**src/rtl/run_bit_tx_pkg.sv**
```systemverilog
// Shared definitions for the run-length serial transmitter.
//   state_t : transmitter FSM states
//   cmd_t   : one run-length command {bit value, run length}
//   *_DEF   : default parameter values used by run_bit_tx / run_tracker
package run_bit_tx_pkg;

  localparam int   LEN_W_DEF    = 4;
  localparam int   RUN_TH_DEF   = 4;
  localparam logic IDLE_BIT_DEF = 1'b0;

  typedef enum logic {
    IDLE = 1'b0,
    SEND = 1'b1
  } state_t;

  // The pending slot stores commands in this form; len is sized at the
  // package width, so instances keep LEN_W at LEN_W_DEF.
  typedef struct packed {
    logic                 val;
    logic [LEN_W_DEF-1:0] len;
  } cmd_t;

endpackage

```
**src/rtl/run_tracker.sv**
```systemverilog
// Saturating run counter over the serial stream.
//   clk, reset : clock, synchronous active-low reset
//   nb         : bit that will be on the line after this edge
//   run_cnt    : length of the current run of identical bits, saturates at RUN_TH
//   run_hit    : run_cnt has reached RUN_TH (registered, aligned with the bit)
module run_tracker
  import run_bit_tx_pkg::*;
#(
  parameter int RUN_TH = RUN_TH_DEF,
  parameter int CNT_W  = $clog2(RUN_TH + 1)
) (
  input  logic             clk,
  input  logic             reset,
  input  logic             nb,
  output logic             run_hit,
  output logic [CNT_W-1:0] run_cnt
);

  logic             prev;
  logic [CNT_W-1:0] cnt_nxt;

  // run_cnt==0 only right after reset, so prev's value is irrelevant then.
  always_comb begin
    cnt_nxt = CNT_W'(1);
    if (run_cnt != '0 && nb == prev)
      cnt_nxt = (run_cnt == CNT_W'(RUN_TH)) ? run_cnt : run_cnt + CNT_W'(1);
  end

  always_ff @(posedge clk) begin
    if (!reset) begin
      prev    <= 1'b0;
      run_cnt <= '0;
      run_hit <= 1'b0;
    end else begin
      prev    <= nb;
      run_cnt <= cnt_nxt;
      run_hit <= (cnt_nxt >= CNT_W'(RUN_TH));
    end
  end

endmodule

```
**src/rtl/run_bit_tx.sv**
```systemverilog
// Run-length serial bit transmitter.
//   clk, reset : clock, synchronous active-low reset
//   cmd_valid/cmd_ready : command handshake; cmd_bit, cmd_len = run to send
//   out_valid  : out_bit belongs to a commanded run
//   out_bit    : registered serial bit (IDLE_BIT between runs)
//   run_hit    : out_bit completes/extends a run of >= RUN_TH identical bits
// One command can wait in a pending slot while a run is sent, so runs
// follow each other without gaps.
module run_bit_tx
  import run_bit_tx_pkg::*;
#(
  parameter int   LEN_W    = LEN_W_DEF,
  parameter int   RUN_TH   = RUN_TH_DEF,
  parameter logic IDLE_BIT = IDLE_BIT_DEF
) (
  input  logic             clk,
  input  logic             reset,
  input  logic             cmd_valid,
  output logic             cmd_ready,
  input  logic             cmd_bit,
  input  logic [LEN_W-1:0] cmd_len,
  output logic             out_valid,
  output logic             out_bit,
  output logic             run_hit
);

  localparam int CNT_W = $clog2(RUN_TH + 1);

  state_t           state;
  cmd_t             pend;
  logic             pend_valid;
  logic [LEN_W-1:0] rem;
  logic [CNT_W-1:0] run_cnt;
  logic             acc, take, load_pt, nb;

  assign cmd_ready = reset && !pend_valid;
  assign acc       = cmd_valid && cmd_ready;
  // Zero-length commands are accepted but never reach the line.
  assign take      = acc && (cmd_len != '0);
  assign load_pt   = (state == IDLE) || (state == SEND && rem == LEN_W'(1));

  // Next line bit; also feeds the run tracker so run_hit lines up with out_bit.
  always_comb begin
    nb = out_bit;
    if (load_pt) begin
      if (pend_valid)  nb = pend.val;
      else if (take)   nb = cmd_bit;
      else             nb = IDLE_BIT;
    end
  end

  always_ff @(posedge clk) begin
    if (!reset) begin
      state      <= IDLE;
      pend       <= '0;
      pend_valid <= 1'b0;
      rem        <= '0;
      out_valid  <= 1'b0;
      out_bit    <= IDLE_BIT;
    end else if (load_pt) begin
      if (pend_valid) begin
        state      <= SEND;
        out_valid  <= 1'b1;
        out_bit    <= pend.val;
        rem        <= LEN_W'(pend.len);
        pend_valid <= 1'b0;
      end else if (take) begin
        // bypass: pending is empty, start the just-accepted run directly
        state     <= SEND;
        out_valid <= 1'b1;
        out_bit   <= cmd_bit;
        rem       <= cmd_len;
      end else begin
        state     <= IDLE;
        out_valid <= 1'b0;
        out_bit   <= IDLE_BIT;
        rem       <= '0;
      end
    end else begin
      rem <= rem - LEN_W'(1);
      if (take) begin
        pend_valid <= 1'b1;
        pend       <= '{val: cmd_bit, len: LEN_W_DEF'(cmd_len)};
      end
    end
  end

  run_tracker #(.RUN_TH(RUN_TH), .CNT_W(CNT_W)) u_trk (
    .clk     (clk),
    .reset   (reset),
    .nb      (nb),
    .run_hit (run_hit),
    .run_cnt (run_cnt)
  );

  // run_hit and run_cnt are registered together and must agree.
  a_hit_cnt: assert property (@(posedge clk) disable iff (!reset)
    run_hit == (run_cnt == CNT_W'(RUN_TH)));

endmodule

```
**config.mk**
```make
export PLATFORM = sky130hd
export DESIGN_NAME = run_bit_tx
export DESIGN_NICKNAME = d
export VERILOG_FILES = /design/src/rtl/run_bit_tx_pkg.sv /design/src/rtl/run_tracker.sv /design/src/rtl/run_bit_tx.sv
export SDC_FILE = /design/constraint.sdc
export NUM_CORES = 1
export LEC_CHECK = 0
export ABC_AREA = 1
export BUFFER_PORTS_ARGS = -buffer_cell sky130_fd_sc_hd__buf_4
export CAP_MARGIN = 5
export CORE_ASPECT_RATIO = 1.2
export CORE_MARGIN = 3
export CORE_UTILIZATION = 49
export DETAILED_ROUTE_END_ITERATION = 10
export PLACE_DENSITY = 0.7
export SLEW_MARGIN = 30
export SYNTH_ARGS = -nofsm -noshare
export SYNTH_HDL_FRONTEND = slang
export SYNTH_HIERARCHICAL = 1
export SYNTH_SLANG_ARGS = --single-unit
```
**constraint.sdc**
```tcl
create_clock -name clk -period 2.06 [get_ports clk]
set_clock_uncertainty 0.1 [all_clocks]
set_input_delay 0.103 -clock clk [delete_from_list [all_inputs] [get_ports clk]]
set_output_delay 0.103 -clock clk [all_outputs]
set_load 0.02 [all_outputs]
```
==> results of run 1 <==
-- critical path: stages (launching register included) --
cell and delay (ns):
dfxtp_1 0.54, inv_2 0.12, nand2_4 0.09, nor2_4 0.04, nand2_4 0.09, nand2_4 0.08
nand2_2 0.09, nand2_1 0.08, nand2_1 0.10, nand3_1 0.08, nor2_1 0.09, nor2_1 0.05
-- final timing paths --
check,slack [ns],end,start
max reg2reg,0.45,u_trk/run_cnt[0],pend_valid
min,0.01,pend[4],cmd_bit
max,0.45,u_trk/run_cnt[0],pend_valid
min reg2reg,0.39,pend[4],pend[4]
-- flip-flops by register name, summed over array words and instances (netlist names) --
| register | count |
|---|---|
| out_bit | 1 |
| u_trk/run_cnt | 2 |
| pend_valid | 1 |
| pend | 5 |
| rem | 4 |
| u_trk/prev | 1 |
| u_trk/run_hit | 1 |
| state | 1 |
-- through the flow --
step                power (mW)  area, um2
detailed placement       0.523        973
global route             0.765       1010
finish                   0.723       1010
global placement         0.516        973
CTS                      0.732       1010
floorplan                0.481        885
-- final cells by class --
cell class / count / area share, %
Multi-Input combinational cell: 86 / 45.0
Sequential cell: 16 / 31.7
Inverter: 25 / 9.29
Timing Repair Buffer: 11 / 8.18
Clock buffer: 4 / 3.59
Tap cell: 18 / 2.23
-- where the power goes --
part	internal (mW)	leakage [nW]	switching [mW]
clock	0.108	0.0210	0.101
sequential	0.332	0.131	0.0171
combinational	0.0692	0.355	0.0961
total	0.509	0.507	0.214
-- per-layer routing --
metal  part of all wire (%)  global-route usage [%]  wire, um  vias to the layer above
met4                    1.4                    7.32        22                        0
met3                    3.4                    2.06        53                        4
met5                      0                       0         0                        -
met2                     50                    26.8       777                        9
li1                       -                       -         -                      411
met1                     45                    18.8       709                      320
==> key figures, run 1 <==
Floorplan
  – Die H: 52.5 um
  – Die area: 0.00235 mm2
  – Die width: 44.8 um
  – Top-Level Pins: 12
  – Starting Density: 53.2%
  – Placement Rows: 16
  – Core area: 0.00166 mm2

Flow run
  – Max-cap check violation count: 0

Placement
  – DP HPWL: 1250 um
  – Worst slack, placed: 0.462 ns
  – DP Cell Count: 156
  – Routability Congestion: 0.766
  – Port bufs: 11

Clock network
  – Total clock sinks: 16
  – # resized after CTS: 0
  – TritonCTS clock tree: yes
  – Root buf cell: clkbuf_4
  – TritonCTS buffer count: 3
  – CTS max path bufs: 2
  – CTS Hold Buffers Added: 0
  – CTS H-tree depth: 1
  – Worst skew pair latency: 0.29 ns
  – Post-CTS setup buffers: 0
  – Clock transition at path regs: 0.09 ns

Cells and area
  – Fraction of layout cells with a size suffix above 1: 19.7%
  – Most frequent cells in the layout: nand2_1, inv_1, nor2_1
  – Layout Cells excl Fill: 160
  – Commonest non-fill, non-tap cell in the layout: nand2_1
  – Diodes inserted: 0
  – Footprint of the multi-input gates: 454 um2
  – Register area: 320 um2
  – Final core utilization: 60.8%
  – Nets@finish: 155
  – # fillers: 160
  – Area grow syn2layout: 14.1%

Worst hold path
  – Worst min path class: primary input to flop
  – WHS Path Cells: 5

Routing
  – Initial drt markers: 6
  – Vias: 744
  – Pre-antenna DRT Iters: 2
  – Via density: 4.65
  – Antenna-violating nets left: 0
  – DRC errors left: 0
  – Routed wire per std cell: 9.76 um
  – Routed WL: 1560 um

GRT
  – First-pass GRT wire length: 2710 um
  – Largest net degree at the start of global routing: 14
  – Number of global-route vias before repair: 684
  – Initial antenna violation count: 0
  – Gr ovfl total: 0
  – GRT Overall Usage: 15.6%

Synth
  – Synthesized area: 885 um2
  – Avg Inst Size Synth: 6.86 um2
  – YS warnings: 6
  – Synth Net Count: 141
  – Mapped Cells: 129

Setup path
  – Worst EP arrival: 1.71 ns
  – Crit Path Max Fanout: 11
  – Critical path class: flop to flop
  – CP Launch Type: flop
  – Worst path required time: 2.15 ns
  – FF-to-FF path depth: 11
  – Worst setup EP type: flop

Power and ir drop
  – Leak pwr: 0.507 nW
  – PD cells: 716 mW/mm2
  – VDD IR max: 0.394 mV

STA
  – Final setup margin: 0.448 ns
  – Slew margin rel.: 77.0%
  – Period utilization: 78.2%
  – Min Tclk post-route: 1.61 ns
  – Setup_tns: 0 ns
  – Final hold vios: 0
  – RSZ-0062 raised after global routing: false
  – Slew Limit Fails: 0
  – Setup-failing EPs final: 0
  – Tightest Pin Transition: 0.345 ns
  – Hold_ws: 0.0102 ns
  – Max frequency: 620 MHz

Status
  – Status: finished, final reports clean
Power figures use the tool's default switching activity.
==> run 2, diff against run 1 <==
==> constraint.sdc (replaced) <==
create_clock -name clk -period 1.6 [get_ports clk]
set_clock_uncertainty 0.1 [all_clocks]
set_input_delay 0.08 -clock clk [delete_from_list [all_inputs] [get_ports clk]]
set_output_delay 0.08 -clock clk [all_outputs]
set_load 0.02 [all_outputs]
==> run 2 against run 1 <==
Effect of this change:
- sequential power is 29% higher
- clock power is 32% higher
- final cell count rose by 4.4%
- critical path type is now primary input to flop
==> key figures, run 2 (same netlist as run 1, synthesis figures left out) <==
Clock network
  – Worst skew pair latency: 0.29 ns
  – Root buf cell: clkbuf_4
  – Total clock sinks: 16
  – CTS H-tree depth: 1
  – CTS max path bufs: 2
  – Clock transition at path regs: 0.11 ns
  – TritonCTS buffer count: 3
  – TritonCTS clock tree: yes

Setup path
  – CP Cell Sequence: dlygate4sd3_1, buf_4, nor2_1, nand2_1, nand2_4, nand2_4, nand2_2, nand2_2, nand2_1, nand3_1, nor2_1, nor2_1
  – FF-to-FF path depth: 13
  – Delay-heaviest family, CP: simple AND/OR/NAND/NOR gates
  – CP endpoint: u_trk/run_cnt[0]
  – Worst EP arrival: 1.54 ns
  – Capturing point of the worst reg2reg path: u_trk/run_cnt[0]
  – Worst setup EP type: flop
  – Worst path max stage delay: 0.55 ns
  – Crit Path Max Fanout: 6
  – Worst path required time: 1.69 ns
  – CP Launch Type: primary input
  – Flop-to-flop setup slack: 0.16 ns
  – RR Startpoint: rem[1]
  – Crit-path most repeated cell: nor2_1
  – Critical-path cell with the highest stage delay: dlygate4sd3_1
  – Critical path class: primary input to flop
  – WP buf/inv: 2
  – Critical Path Stages: 12
  – Crit path from: cmd_len[3]

STA
  – Setup_tns: 0 ns
  – Final hold vios: 0
  – RSZ-0062 raised after global routing: false
  – Slew Limit Fails: 0
  – Slew margin rel.: 90.0%
  – Setup-failing EPs final: 0
  – Period utilization: 90.5%
  – Final setup margin: 0.152 ns
  – Tightest Pin Transition: 0.148 ns
  – Min Tclk post-route: 1.45 ns
  – Max frequency: 691 MHz

GRT
  – Grt met2 use: 27.0%
  – GRT Overall Usage: 16.1%
  – Grt met1 use: 19.3%
  – Largest net degree at the start of global routing: 13
  – First-pass GRT wire length: 2790 um
  – Number of global-route vias before repair: 724
  – Met3 GRT Util: 2.41%
  – GR peak layer: met2
  – Initial antenna violation count: 0
  – Gr ovfl total: 0

Power and ir drop
  – Sequential Power Share: 47.1%
  – VDD IR max: 0.616 mV
  – Net Switching: 286 uW
  – Leak pwr: 0.539 nW
  – Combinational share of power: 24.1%
  – Switching share of power: 29.9%
  – Total power: 955 uW
  – PD cells: 885 mW/mm2
  – Clock power share: 28.8%
  – Internal power: 669 uW

Cells and area
  – # fillers: 156
  – Post-route cell area: 0.00108 mm2
  – Top flop regs: pend x5, rem x4, u_trk/run_cnt x2
  – Biggest register: pend
  – Commonest non-fill, non-tap cell in the layout: nand2_1
  – Number of flip-flops in the largest register: 5
  – Area grow syn2layout: 22.1%
  – Diodes inserted: 0
  – Fraction of layout cells with a size suffix above 1: 24.2%
  – Most frequent cells in the layout: nand2_1, inv_1, nor2_1
  – Nets@finish: 162

Routing
  – Antenna-violating nets left: 0
  – Initial drt markers: 9
  – Routed wire per std cell: 9.90 um
  – Vias: 773
  – Routed WL: 1650 um
  – Pre-antenna DRT Iters: 4
  – Via density: 4.63
  – DRC errors left: 0

Flow run
  – Max-cap check violation count: 0

Floorplan
  – Die width: 44.8 um
  – Starting Density: 53.2%
  – Top-Level Pins: 12
  – Die area: 0.00235 mm2
  – Die H: 52.5 um
  – Placement Rows: 16
  – Core area: 0.00166 mm2

Placement
  – DP HPWL: 1290 um
  – Routability Congestion: 0.721
  – Worst slack, placed: 0.100 ns
  – Port bufs: 11
  – DP Area: 996 um2

Worst hold path
  – Worst min path class: primary input to flop

Status
  – Status: finished, final reports clean
[run 2: worst min-delay path, stage by stage]
cell and delay [ns]:
buf_4 0.08, inv_1 0.04, nand2_1 0.06, nand2_1 0.04
nor2_1 0.07
[run 2: power by group through the flow]
stage	Clock (mW)	Sequential (mW)	Combinational, mW
final	0.275	0.450	0.230
after global routing	0.299	0.454	0.264
after CTS	0.290	0.449	0.227
after detailed placement	0	0.458	0.221
after global placement	0	0.457	0.217
after floorplan	0	0.459	0.160
[run 2: routing by layer]
metal / up-vias / wire length (um)
li1: 425 / -
met4: 0 / 15
met3: 2 / 58
met5: - / 0
met2: 9 / 807
met1: 337 / 773
[run 2: final cells by class]
cell class | instances | area, um2 | area share (%)
inverters | 25 | 96.3 | 8.92
flip-flops and latches | 16 | 323 | 29.9
clock buffers | 4 | 36.3 | 3.36
repair buffers | 18 | 143 | 13.2
multi-input cells | 86 | 459 | 42.5
well taps | 18 | 22.5 | 2.09
[run 2: worst min-delay path by stage]
stage	startpoint	to	slack, ns	cells after the start
3_5_place_dp	cmd_bit	pend[4]	0.29	5
4_1_cts	cmd_len[2]	pend[2]	0.006	5
6_report	cmd_len[2]	pend[2]	0.01	5
3_3_place_gp	cmd_bit	pend[4]	0.28	5
5_1_grt	cmd_len[1]	pend[1]	0.04	5
2_1_floorplan	reset	u_trk/prev	0.08	2
[run 2: stage by stage]
step	utilization, %	std cells	hold WS, ns
floorplan	-	129	0.0776
global placement	59.9	159	0.281
detailed placement	59.9	159	0.290
CTS	63.9	166	0.00605
global route	65.0	167	0.0411
finish	65.0	167	0.0106
[run 2: timing repair]
action / CTS / global route
endpoints found under the hold margin: 3 / 0
resized for setup: 0 / 5
hold buffers: 3 / 0
setup buffers: 0 / 1
setup endpoints to repair: 0 / 3
